## config.mk

```make
export PLATFORM = sky130hd
export DESIGN_NAME = acc_drain
export DESIGN_NICKNAME = d
export VERILOG_FILES = /design/src/rtl/acc_drain_pkg.sv /design/src/rtl/acc_drain_row_buf.sv /design/src/rtl/acc_drain.sv
export SDC_FILE = /design/constraint.sdc
export NUM_CORES = 1
export LEC_CHECK = 0
export CAP_MARGIN = 20
export CORE_MARGIN = 10
export CORE_UTILIZATION = 40
export CTS_BUF_LIST = sky130_fd_sc_hd__clkbuf_16
export DETAILED_ROUTE_END_ITERATION = 8
export SLEW_MARGIN = 20
export SYNTH_ARGS = -nofsm -noshare
export SYNTH_HDL_FRONTEND = slang
export SYNTH_SLANG_ARGS = --single-unit
```

## constraint.sdc

```tcl
create_clock -name clock -period 5.22 [get_ports clock]
set_input_delay 1.044 -clock clock [delete_from_list [all_inputs] [get_ports clock]]
set_output_delay 1.044 -clock clock [all_outputs]
set_load 0.02 [all_outputs]
```

## src/rtl/acc_drain_pkg.sv

```systemverilog
// Shared types and constants for the accumulator drain.
// acc_drain.sv adds protocol checking when ACC_DRAIN_PROTO_CHECK_EN is defined.
package acc_drain_pkg;

    localparam int unsigned DATA_W_DEF = 32;
    // PEs emit acc[ACC_FRAC_LSB +: DATA_W_DEF] of their wide fixed-point accumulator.
    localparam int unsigned ACC_FRAC_LSB = 16;

    typedef enum logic [1:0] {
        StIdle,
        StShift,
        StCollect,
        StDrain
    } acc_drain_state_e;

endpackage

```

## src/rtl/acc_drain_row_buf.sv

```systemverilog
// One row of the drain buffer: COLS x DATA_W registers, indexed write, combinational read.
module acc_drain_row_buf #(
    parameter int unsigned COLS   = 4,
    parameter int unsigned DATA_W = 32,
    localparam int unsigned IDX_W = (COLS > 1) ? $clog2(COLS) : 1
) (
    input  logic              clock,
    input  logic              wr_en,
    input  logic [IDX_W-1:0]  wr_idx,
    input  logic [DATA_W-1:0] wr_data,
    input  logic [IDX_W-1:0]  rd_idx,
    output logic [DATA_W-1:0] rd_data
);

    logic [DATA_W-1:0] mem [COLS];

    always_ff @(posedge clock) begin
        if (wr_en) begin
            mem[wr_idx] <= wr_data;
        end
    end

    assign rd_data = mem[rd_idx];

endmodule

```

## src/rtl/acc_drain.sv

```systemverilog
// Terminates the PE accumulator chains: issues shift_acc, buffers one tile, replays it row-major.
// Define ACC_DRAIN_PROTO_CHECK_EN to enable the sticky chain-protocol error flag on err.
module acc_drain
    import acc_drain_pkg::*;
#(
    parameter int unsigned ROWS   = 4,
    parameter int unsigned COLS   = 4,
    parameter int unsigned DATA_W = DATA_W_DEF
) (
    input  logic                   clock,
    input  logic                   resetn,
    input  logic                   start,
    output logic                   busy,
    output logic                   done,
    output logic                   shift_acc,
    input  logic [ROWS*DATA_W-1:0] acc_in,
    input  logic [ROWS-1:0]        acc_in_valid,
    output logic [DATA_W-1:0]      out_data,
    output logic                   out_valid,
    input  logic                   out_ready,
    output logic                   out_last,
    output logic                   err
);

    localparam int unsigned NWORDS = ROWS * COLS;
    localparam int unsigned KW     = $clog2(COLS + 1);
    localparam int unsigned IW     = $clog2(NWORDS + 1);
    localparam int unsigned CW     = (COLS > 1) ? $clog2(COLS) : 1;
    localparam int unsigned RW     = (ROWS > 1) ? $clog2(ROWS) : 1;

    acc_drain_state_e  state_q, state_d;
    logic [KW-1:0]     k_q, k_d;
    logic [IW-1:0]     i_q, i_d;
    logic              done_q, done_d;
    logic [ROWS-1:0]   wr_en;
    logic [CW-1:0]     wr_idx, rd_idx;
    logic [RW-1:0]     rd_row;
    logic [DATA_W-1:0] rd_data [ROWS];
    logic              last_word;

    assign last_word = (i_q == IW'(NWORDS - 1));
    // Chains deliver the PE nearest the drain first, so fill columns from the top down.
    assign wr_idx    = CW'(KW'(COLS - 1) - k_q);
    assign rd_idx    = CW'(i_q % IW'(COLS));
    assign rd_row    = RW'(i_q / IW'(COLS));

    always_ff @(posedge clock or negedge resetn) begin
        if (!resetn) begin
            state_q <= StIdle;
            k_q     <= '0;
            i_q     <= '0;
            done_q  <= 1'b0;
        end else begin
            state_q <= state_d;
            k_q     <= k_d;
            i_q     <= i_d;
            done_q  <= done_d;
        end
    end

    always_comb begin
        state_d = state_q;
        k_d     = k_q;
        i_d     = i_q;
        done_d  = 1'b0;
        wr_en   = '0;
        unique case (state_q)
            StIdle: begin
                if (start) begin
                    state_d = StShift;
                end
            end
            StShift: begin
                k_d     = '0;
                state_d = StCollect;
            end
            StCollect: begin
                if (acc_in_valid[0]) begin
                    wr_en = acc_in_valid;
                    k_d   = k_q + KW'(1);
                    if (k_q == KW'(COLS - 1)) begin
                        i_d     = '0;
                        state_d = StDrain;
                    end
                end
            end
            StDrain: begin
                if (out_ready) begin
                    if (last_word) begin
                        done_d  = 1'b1;
                        state_d = StIdle;
                    end else begin
                        i_d = i_q + IW'(1);
                    end
                end
            end
            default: state_d = StIdle;
        endcase
    end

    for (genvar r = 0; r < ROWS; r++) begin : g_row
        acc_drain_row_buf #(
            .COLS   (COLS),
            .DATA_W (DATA_W)
        ) u_row_buf (
            .clock   (clock),
            .wr_en   (wr_en[r]),
            .wr_idx  (wr_idx),
            .wr_data (acc_in[r*DATA_W +: DATA_W]),
            .rd_idx  (rd_idx),
            .rd_data (rd_data[r])
        );
    end

    assign busy      = (state_q != StIdle);
    assign shift_acc = (state_q == StShift);
    assign out_valid = (state_q == StDrain);
    assign out_last  = out_valid && last_word;
    // Buffer is never reset, so mask the read path outside DRAIN.
    assign out_data  = out_valid ? rd_data[rd_row] : '0;
    assign done      = done_q;

`ifdef ACC_DRAIN_PROTO_CHECK_EN
    logic err_q;
    logic proto_err;

    always_comb begin
        proto_err = 1'b0;
        if (state_q == StCollect) begin
            if ((acc_in_valid != '0) && (acc_in_valid != '1)) begin
                proto_err = 1'b1;
            end
            // A gap once the first word has landed means the chain stalled.
            if (!acc_in_valid[0] && (k_q != '0)) begin
                proto_err = 1'b1;
            end
        end else if (acc_in_valid != '0) begin
            proto_err = 1'b1;
        end
    end

    always_ff @(posedge clock or negedge resetn) begin
        if (!resetn) begin
            err_q <= 1'b0;
        end else if (proto_err) begin
            err_q <= 1'b1;
        end
    end

    assign err = err_q;
`else
    assign err = 1'b0;
`endif

endmodule

```

==> summary.md <==
| Metric | Value |
|---|---|
| Outcome | `complete, no violations` |
| Final Wtd Congestion | `0.819` |
| DP Wirelength | `33.4 mm` |
| Antenna violations before repair | `9` |
| Starting Density | `40.4%` |
| Vias in the first global route | `11100` |
| Syn_nets | `1284` |
| Post-CTS setup buffers | `0` |
| Tcrit/Tclk final | `87.1%` |
| Worst-case clock buffer depth | `3` |
| Most frequent cells in the layout | `edfxtp_1, mux2i_1, clkdlybuf4s50_1` |
| Crit Path Class | `flip-flop to primary output` |
| Number of synthesis warnings | `0` |
| Worst-Skew Late Latency | `0.60 ns` |
| Top-area cell type share of the netlist area | `74.0%` |
| Max Cap Viol | `0` |
| Critical Path Start Type | `flip-flop` |
| Post-DR vias/cell | `5.42` |
| Layout cell share with drive strength beyond 1 | `9.12%` |
| Setup Skew | `0.0139 ns` |
| Slew Limit Fails | `0` |
| Mux cell area share after synthesis | `12.6%` |
| Residual DRC | `0` |
| NumNets Final | `1466` |
| Pwr Density | `468 mW/mm^2` |
| Hold Path Class | `flip-flop to flip-flop` |
| IO Count | `174` |
| Hold endpoint | `i_q[4]` |
| First DRT Iteration DRCs | `1007` |
| Commonest non-fill, non-tap cell in the layout | `edfxtp_1` |
| Post-Synth Adder-Cell Area | `0.722%` |
| Cts hold-fix bufs | `0` |
| FFs w/ async S/R, synth | `2.10%` |
| Routed Antenna Nets | `0` |
| First-pass GRT wire length | `76.1 mm` |
| Worst Setup End Kind | `primary output` |
| Setup repair after global routing missed its margin | `false` |
| Hold Crit Start | `i_q[4]` |
| H-tree depth | `2` |
| Worst Tran Pin Value | `1.10 ns` |
| Largest family of logic cells by synthesized area | `multiplexers` |
| Inserted Clock Buffers | `52` |
| Core ar. | `0.0514 sq mm` |
| Setup TNS Final | `0 ns` |
| Worst ir drop on vdd | `300 uV` |
| Clk slew on worst S/H paths | `0.06 ns` |
| Cts repair resizes | `0` |
| Final Setup Violations | `0` |
| Worst relative slew slack | `26.5%` |
| Routed length per instance | `25.9 microns` |
| Routed vias | `11100` |
| Library cells used by synthesis | `37` |
| Hold Crit Depth | `1` |
| Fmax achieved | `0.220 GHz` |
| Port Buf Inserts | `172` |
| R2R Path Start | `state_q[0]` |
| Gate Count Post-Synth | `1136` |
| Layout fillers | `4286` |
| CTS sink cnt | `523` |
| First-pass DRT Iterations | `5` |
| Synth top area cells | `edfxtp_1, mux2i_1, a22oi_1` |
| Die Area | `0.0615 sq mm` |
| Row count | `83` |
| Xor/xnor cell area share of the yosys netlist | `0%` |
| Minimum clock period | `4.54 ns` |
| Layout area overhead | `18.6%` |
| WP data arrival | `3.50 ns` |
| Average size of a mapped cell | `18.3 sq um` |
| Post-Synth Simple-Gate Area | `2.11%` |
| Die width | `248 microns` |
| Most used DFF post-synth | `edfxtp_1` |
| Post-synth EDFFs | `512` |
| Largest net degree at the start of global routing | `67` |
| Register area share after synthesis | `75.3%` |
| Critical R2R Capture | `g_row[1].u_row_buf.mem[2][11]` |
| Post-layout util | `47.9%` |
| Total track usage | `17.0%` |
| Grt total ovfl | `0` |
| Leakage power | `8.20 nW` |
| CTS root buf | `clkbuf_16` |
| Post-Route WL | `53.0 mm` |
| Mapped cell area | `0.0208 sq mm` |
| Worst endpoint required time | `4.18 ns` |
| Cell accounting for the most synthesized area | `edfxtp_1` |
| CTS tree | `done` |
| Final hold vios | `0` |
| Flop2flop setup slack | `2.34 ns` |
| Max FO, Critical Path | `16` |
| R2R depth | `5` |
| Die H | `248 microns` |
| Compound-Gate Fraction of Synth Area | `6.14%` |
| Seq cells post-synth | `523` |
## synthesized netlist by cell type, types with 6 or more instances
master	n
edfxtp_1	512
and2_1	14
o22ai_1	21
buf_6	8
o21ai_0	7
mux4_2	10
a22oi_1	106
ha_1	12
clkbuf_1	12
buf_4	11
inv_1	10
a221oi_1	9
o21ai_1	22
mux2i_1	236
and3_1	6
dfrtp_1	11
buf_12	12
nand2_1	63
buf_2	23
## power breakdown
part           leakage [nW]  total, mW  internal, mW  switching (mW)
Clock                 0.803       3.42          1.91            1.51
Sequential             4.76       5.00          4.88           0.117
Combinational          2.64       3.11          1.24            1.87
Total                  8.20       11.5          8.03            3.50
## metal layers
| layer | global-route usage [%] | wire (microns) | vias up |
|---|---|---|---|
| met4 | 5.02 | 969 | 12 |
| met2 | 26.6 | 24700 | 412 |
| met5 | 0 | 79 | - |
| met3 | 4.18 | 3970 | 79 |
| li1 | - | - | 4913 |
| met1 | 23.3 | 23200 | 5655 |
## how the worst max path moves through the flow
stage	cells past startpoint	slack (ns)	startpoint	end
detailed placement	6	1.33	state_q[0]	out_data[4]
floorplan	3	1.81	acc_in_valid[0]	g_row[1].u_row_buf.mem[1][0]
global placement	6	1.36	i_q[1]	out_data[4]
global route	6	0.51	state_q[0]	out_data[11]
CTS	6	0.67	state_q[0]	out_data[4]
finish	6	0.68	state_q[0]	out_data[11]
## metrics by stage
step	cells	power, mW	setup WS (ns)	area [sq um]	hold WS [ns]
after floorplan	1136	7.22	1.81	20800	0.496
after global routing	2040	12.0	0.508	24600	0.560
final	2043	11.5	0.676	24600	0.550
after CTS	2040	11.6	0.671	24600	0.539
after detailed placement	1944	8.21	1.33	23100	0.520
after global placement	1944	8.18	1.36	23100	0.512
## state kept, by name (all words and copies together) (netlist names)
register and count:
i_q 5, state_q 2, k_q 3, done 1, g_row.u_row_buf.mem 512
## worst max-delay path: stages, from the launching register on
cell             delay [ns]
dfrtp_1                0.38
ha_1                   0.46
nand2_1                0.64
a221oi_1               0.47
o21ai_1                0.15
o21ai_1                0.16
clkdlybuf4s50_1        0.66
## final cells by class
type,count,area (sq um),area share (%)
clock buffers,54,1350,5.48
multi-input cells,535,4540,18.4
repair buffers,196,1990,8.07
well taps,680,851,3.45
clock inverters,42,216,0.878
diodes,3,7.51,0.0305
inverters,10,37.5,0.152
flip-flops and latches,523,15700,63.5
## cells by family after synthesis
group | after synthesis
flip-flops | 523
multiplexers | 248
AO/OA/AOI/OAI | 178
AND/OR/NAND/NOR | 96
buffers and inverters | 78
adder cells (fa/ha/maj) | 12
other | 1
No activity file was read; power rests on OpenSTA's default activity.
